$ cat src/rtl/spi_pkg.sv
// rtl/spi_pkg.sv - shared SPI packet defaults and FSM state encoding
//
// Purpose : packet geometry defaults and the state enum used by both the
//           SPI master and the SPI slave, plus helpers that map a state to
//           the pin levels it drives.
// Ports   : none (package)
package spi_pkg;

  localparam int SPI_PKTSZ   = 16;
  localparam int SPI_HEADER  = 8;
  localparam int SPI_PAYLOAD = 8;
  localparam int SPI_ADDRSZ  = 7;

  typedef enum logic [2:0] {
    ST_IDLE,
    ST_SETUP,
    ST_LOW,
    ST_HIGH,
    ST_HOLD,
    ST_GAP
  } spi_state_e;

  // Slave select is asserted for the whole framed part of a packet.
  function automatic logic ssb_active(input spi_state_e s);
    return (s == ST_SETUP) || (s == ST_LOW) || (s == ST_HIGH) || (s == ST_HOLD);
  endfunction

  // MOSI carries packet bits only while SCLK edges are still to come.
  function automatic logic mosi_active(input spi_state_e s);
    return (s == ST_SETUP) || (s == ST_LOW) || (s == ST_HIGH);
  endfunction

endpackage

$ cat src/rtl/sync_2ff.sv
// rtl/sync_2ff.sv - two-flop synchronizer for a single asynchronous input
//
// Purpose : bring an asynchronous level into the clk domain.
// Ports   : clk      in  system clock
//           reset_n  in  asynchronous active-low reset
//           d_i      in  asynchronous input
//           q_o      out synchronized output (two clk cycles of latency)
module sync_2ff (
  input  logic clk,
  input  logic reset_n,
  input  logic d_i,
  output logic q_o
);

  logic meta_q;
  logic sync_q;

  always_ff @(posedge clk or negedge reset_n) begin
    if (!reset_n) begin
      meta_q <= 1'b0;
      sync_q <= 1'b0;
    end else begin
      meta_q <= d_i;
      sync_q <= meta_q;
    end
  end

  assign q_o = sync_q;

endmodule

$ cat src/rtl/spi_master.sv
// rtl/spi_master.sv - SPI master issuing {rw, addr, data} register packets
//
// Purpose : shifts out a PKTSZ-bit packet {rw, addr, wdata} MSB first and,
//           on reads, captures PAYLOAD bits from MISO after the header.
//           Every phase (SETUP, LOW, HIGH, HOLD, GAP) lasts CLKDIV cycles.
// Ports   : clk          in  system clock
//           reset_n      in  asynchronous active-low reset
//           start        in  transaction request, honoured only in IDLE
//           rw           in  0 = write, 1 = read
//           addr         in  slave register address
//           wdata        in  write payload
//           busy         out transaction in progress (through GAP)
//           done         out one-cycle pulse as SSB rises
//           rdata        out read payload, updated on read completion only
//           rdata_valid  out one-cycle pulse with done on reads
//           SCLK         out SPI clock, idle low
//           SSB          out slave select, active low
//           MOSI         out serial data to slave
//           MISO         in  serial data from slave (asynchronous)
module spi_master
  import spi_pkg::*;
#(
  parameter int PKTSZ   = SPI_PKTSZ,
  parameter int HEADER  = SPI_HEADER,
  parameter int PAYLOAD = SPI_PAYLOAD,
  parameter int ADDRSZ  = SPI_ADDRSZ,
  parameter int CLKDIV  = 8
) (
  input  logic               clk,
  input  logic               reset_n,
  input  logic               start,
  input  logic               rw,
  input  logic [ADDRSZ-1:0]  addr,
  input  logic [PAYLOAD-1:0] wdata,
  output logic               busy,
  output logic               done,
  output logic [PAYLOAD-1:0] rdata,
  output logic               rdata_valid,
  output logic               SCLK,
  output logic               SSB,
  output logic               MOSI,
  input  logic               MISO
);

  localparam int PCW = (CLKDIV > 1) ? $clog2(CLKDIV) : 1;
  localparam int ECW = $clog2(PKTSZ + 1);

  localparam logic [PCW-1:0] PH_LAST  = PCW'(CLKDIV - 1);
  localparam logic [ECW-1:0] EDGE_ALL = ECW'(PKTSZ);
  localparam logic [ECW-1:0] EDGE_HDR = ECW'(HEADER);

  spi_state_e         state_q, state_d;
  logic [PCW-1:0]     cnt_q, cnt_d;
  logic [ECW-1:0]     edge_q, edge_d;
  logic [PKTSZ-1:0]   shreg_q, shreg_d;
  logic [PAYLOAD-1:0] rx_q, rx_d;
  logic [PAYLOAD-1:0] rdata_q, rdata_d;
  logic               rw_q, rw_d;
  logic               done_q, done_d;
  logic               rvalid_q, rvalid_d;
  logic               busy_q, sclk_q, ssb_q, mosi_q;
  logic               miso_s;
  logic               ph_end;

  sync_2ff u_miso_sync (
    .clk     (clk),
    .reset_n (reset_n),
    .d_i     (MISO),
    .q_o     (miso_s)
  );

  assign ph_end = (cnt_q == PH_LAST);

  always_comb begin
    state_d  = state_q;
    cnt_d    = cnt_q;
    edge_d   = edge_q;
    shreg_d  = shreg_q;
    rx_d     = rx_q;
    rw_d     = rw_q;
    rdata_d  = rdata_q;
    done_d   = 1'b0;
    rvalid_d = 1'b0;

    // One free-running phase counter paces every non-idle state.
    if (state_q != ST_IDLE) begin
      cnt_d = ph_end ? '0 : cnt_q + 1'b1;
    end

    unique case (state_q)
      ST_IDLE: begin
        if (start) begin
          state_d = ST_SETUP;
          shreg_d = {rw, addr, wdata};
          rw_d    = rw;
          cnt_d   = '0;
          edge_d  = '0;
          rx_d    = '0;
        end
      end
      ST_SETUP: begin
        if (ph_end) begin
          state_d = ST_HIGH;
          edge_d  = edge_q + 1'b1;
        end
      end
      ST_HIGH: begin
        if (ph_end) begin
          // Only edges after the header carry slave data.
          if (rw_q && (edge_q > EDGE_HDR)) begin
            rx_d = {rx_q[PAYLOAD-2:0], miso_s};
          end
          if (edge_q < EDGE_ALL) begin
            state_d = ST_LOW;
            // Rotate rather than shift so every register bit stays live;
            // wrapped bits never reach MOSI because the edge count ends first.
            shreg_d = {shreg_q[PKTSZ-2:0], shreg_q[PKTSZ-1]};
          end else begin
            state_d = ST_HOLD;
          end
        end
      end
      ST_LOW: begin
        if (ph_end) begin
          state_d = ST_HIGH;
          edge_d  = edge_q + 1'b1;
        end
      end
      ST_HOLD: begin
        if (ph_end) begin
          state_d = ST_GAP;
          done_d  = 1'b1;
          if (rw_q) begin
            rdata_d  = rx_q;
            rvalid_d = 1'b1;
          end
        end
      end
      ST_GAP: begin
        if (ph_end) begin
          state_d = ST_IDLE;
        end
      end
      default: begin
        state_d = ST_IDLE;
      end
    endcase
  end

  // Pin levels are registered from the next state so they switch on the
  // same edge as the state itself (SSB falls the cycle after acceptance).
  always_ff @(posedge clk or negedge reset_n) begin
    if (!reset_n) begin
      state_q  <= ST_IDLE;
      cnt_q    <= '0;
      edge_q   <= '0;
      shreg_q  <= '0;
      rx_q     <= '0;
      rw_q     <= 1'b0;
      rdata_q  <= '0;
      done_q   <= 1'b0;
      rvalid_q <= 1'b0;
      busy_q   <= 1'b0;
      sclk_q   <= 1'b0;
      ssb_q    <= 1'b1;
      mosi_q   <= 1'b0;
    end else begin
      state_q  <= state_d;
      cnt_q    <= cnt_d;
      edge_q   <= edge_d;
      shreg_q  <= shreg_d;
      rx_q     <= rx_d;
      rw_q     <= rw_d;
      rdata_q  <= rdata_d;
      done_q   <= done_d;
      rvalid_q <= rvalid_d;
      busy_q   <= (state_d != ST_IDLE);
      sclk_q   <= (state_d == ST_HIGH);
      ssb_q    <= ~ssb_active(state_d);
      mosi_q   <= mosi_active(state_d) ? shreg_d[PKTSZ-1] : 1'b0;
    end
  end

  assign busy        = busy_q;
  assign done        = done_q;
  assign rdata       = rdata_q;
  assign rdata_valid = rvalid_q;
  assign SCLK        = sclk_q;
  assign SSB         = ssb_q;
  assign MOSI        = mosi_q;

endmodule

$ cat config.mk
export PLATFORM = sky130hd
export DESIGN_NAME = spi_master
export DESIGN_NICKNAME = d
export VERILOG_FILES = /design/src/rtl/spi_pkg.sv /design/src/rtl/sync_2ff.sv /design/src/rtl/spi_master.sv
export SDC_FILE = /design/constraint.sdc
export NUM_CORES = 1
export LEC_CHECK = 0
export CAP_MARGIN = 10
export CELL_PAD_IN_SITES_DETAIL_PLACEMENT = 0
export CELL_PAD_IN_SITES_GLOBAL_PLACEMENT = 1
export CORE_MARGIN = 2
export CORE_UTILIZATION = 28
export CTS_CLUSTER_DIAMETER = 100
export DETAILED_ROUTE_END_ITERATION = 8
export PLACE_DENSITY_LB_ADDON = 0.15
export SYNTH_ARGS = -nofsm -noshare
export SYNTH_HDL_FRONTEND = slang
export SYNTH_SLANG_ARGS = --single-unit
$ cat constraint.sdc
create_clock -name clk -period 2.64 [get_ports clk]
set_clock_uncertainty 0.2 [all_clocks]
set_input_delay 0.528 -clock clk [delete_from_list [all_inputs] [get_ports clk]]
set_output_delay 0.528 -clock clk [all_outputs]
set_load 0.02 [all_outputs]
==> results.yml <==
routing:
  drt_pass1_iterations: 4
  drc_errors: 0
  drt-vias-per-instance: 4.564
  post_drt_wl_per_cell_um: 13.46
  route.vias.total: 1611
  detailedRoute.firstIterationViolations: 74
  detail-route-antenna-nets: 0
  totalWireLength_mm: 4.753
sta:
  finalSetupTns_ps: 0
  worst-slew-pin-transition_ps: 675.6
  timing.slew.headroom_pct: 54.96
  post-route-period-util_pct: 83.72
  max_freq_mhz: 452.5
  fin_ws_ps: 429.8
  setup_viol: 0
  holdWs_ps: 123.3
  timing.final.crit_period_ps: 2210
  rsz0062_at_grt: "no"
  total_count_of_hold_check_failures_in_the_final_report: 0
  final_max_slew_viol_count: 0
floorplan:
  placementRows: 33
  die_area_mm2: 0.009150
  initial_utilization_pct: 28.77
  core_area_mm2: 0.008175
  die_x_um: 95.66
  boundaryPins: 34
  die-height_um: 95.66
placement:
  post_dp_cell_area_mm2: 0.002818
  post-dp-hpwl_mm: 3.152
  worst_case_setup_slack_after_placement_ps: 209.2
  port_buffers: 33
  post-place-cells: 345
  placer_congestion: 0.7021
global_routing:
  grt_pass1_vias: 1620
  grt_max_degree: 53
  grt_pass1_wl_mm: 8.100
  grt_use_total_pct: 11.42
  global_route.overflow_total: 0
  grt_antenna_before_repair: 0
clock_tree:
  ctsHtreeMaxLevel: 2
  cts_repair_resize_count: 0
  clock_input_transition_at_the_sequential_cells_of_the_worst_setup_and_hold_paths_ps: 90
  clock_insertion_delay_worst_skew_ps: 300
  cts_tree: "yes"
  clock_tree.buffer_depth: 2
  cts.sinks: 52
  cts_hold_buf: 0
  root_buffer: "clkbuf_8"
  postCtsSetupBuffers: 0
  cts_inserted_buffers: 5
final_layout:
  syn_to_final_growth_pct: 23.78
  layout-drive-gt1-share_pct: 10.48
  post_layout_nonfiller_instances: 353
  utilization_pct: 35.61
  nNetsFinal: 272
  diodes_inserted: 0
  design_area_mm2: 0.002912
setup_path:
  endpoint_kind: "flop"
  worstPathArrival_ps: 2210
  crit_fanout: 9
  worstSetupStartpointType: "flop"
  cp.required_ps: 2640
  critPathKind: "reg -> reg"
yosys:
  synth_top_area_share_pct: 54.26
  post_synthesis_async_set_or_reset_flop_share_pct: 100.0
  most_area_consuming_cells_after_synthesis: "dfrtp_1 (54%), a22oi_1 (4.8%), mux2_1 (4.8%)"
  synth.most_common_cell: "dfrtp_1"
  synthFlopType: "dfrtp_1"
  syn_area_per_cell_um2: 11.10
  seq_area_frac_synth_pct: 55.37
  netlist_instances: 212
  postSynthRegisterBits: 52
  yosys_warnings: 0
  synth_enable_flop_cells: 0
  cell_area_after_synthesis_mm2: 0.002352
  netlist-cell-type-count: 46
  ys_top_cells_by_count: "dfrtp_1 (51), inv_1 (27), a22oi_1 (15)"
  postSynthNetCount: 237
  cell_type_with_the_highest_aggregate_area_in_the_netlist: "dfrtp_1"
worst_hold_path:
  min_path_type: "in -> async"
job:
  cap_viol_max_count: 0
power:
  total_power_mw: 2.397
  powerDensity_mw_per_mm2: 823.4
  leakage_nw: 1.269
  ir_worst_vdd_mv: 0.3951
status:
  run_status: "complete, no violations"
==> per-layer routing <==
layer	wire length (um)	up-vias	part of all wire [%]	global-route usage, %
li1	-	806	-	-
met1	2425	776	51	16.61
met2	2110	25	44	16.67
met3	185	4	3.9	2.846
met4	33	0	0.69	3.452
met5	0	-	0	0
==> cells in the final DEF (no fill, tap or decap), types with 6 or more instances in the layout <==
| master | Yosys | final |
|---|---|---|
| a22oi_1 | 15 | 15 |
| buf_4 | 1 | 8 |
| clkbuf_8 | 0 | 6 |
| clkdlybuf4s50_1 | 0 | 32 |
| dfrtp_1 | 51 | 51 |
| inv_1 | 27 | 27 |
| mux2_1 | 10 | 10 |
| nand2_1 | 8 | 8 |
| nor2_1 | 7 | 7 |
| o21ai_0 | 9 | 9 |
| o21ai_1 | 11 | 11 |
==> cells by family (layout without fill, tap and decap cells) <==
family	after synthesis	in the layout	share of synthesized area, %
XOR/XNOR	3	3	1.117
multiplexers	18	18	8.511
flip-flops	52	52	55.37
AND/OR/NAND/NOR	43	43	11.38
buffers and inverters	40	76	6.862
adder cells (fa/ha/maj)	5	5	2.660
AO/OA/AOI/OAI	51	51	14.10
==> critical path: stages (launching register included) <==
cell and delay [ps]:
dfrtp_1 380, ha_1 190, ha_1 350, nand4b_2 200, nor3b_1 220, buf_4 210, mux2_2 340
==> flip-flops by register name (all words and copies together) (netlist names) <==
name / flops
done: 1
rdata_valid: 1
edge_q: 5
MOSI: 1
SCLK: 1
u_miso_sync.meta_q: 1
u_miso_sync.q_o: 1
state_q: 3
shreg_q: 16
SSB: 1
rx_q: 8
busy: 1
rw_q: 1
cnt_q: 3
rdata: 8
==> path summary, 6_finish.rpt <==
path | slack, ps | from | to | cells after the start
max | 430 | cnt_q[0] | rx_q[6] | 6
min | 120 | reset_n | u_miso_sync.q_o | 2
max reg2reg | 430 | cnt_q[0] | rx_q[6] | 6
min reg2reg | 160 | u_miso_sync.meta_q | u_miso_sync.q_o | 0
max in group asynchronous | 1650 | reset_n | cnt_q[0] | 2
min in group clk | 160 | u_miso_sync.meta_q | u_miso_sync.q_o | 0
==> area by class of cell <==
type | instances | area [um^2]
inverter | 27 | 101.3
clock inverter | 1 | 7.507
clock buffer | 7 | 86.33
fill | 844 | 5264
timing repair buffer | 41 | 385.4
multi-input combinational | 120 | 897.1
tap | 105 | 131.4
sequential | 52 | 1303
==> power breakdown <==
| part | internal [mW] | total [mW] | switching [mW] |
|---|---|---|---|
| Clock | 0.214 | 0.477 | 0.263 |
| Sequential | 1.03 | 1.21 | 0.180 |
| Combinational | 0.336 | 0.710 | 0.374 |
Note: power is estimated with default switching activity, not from simulation.
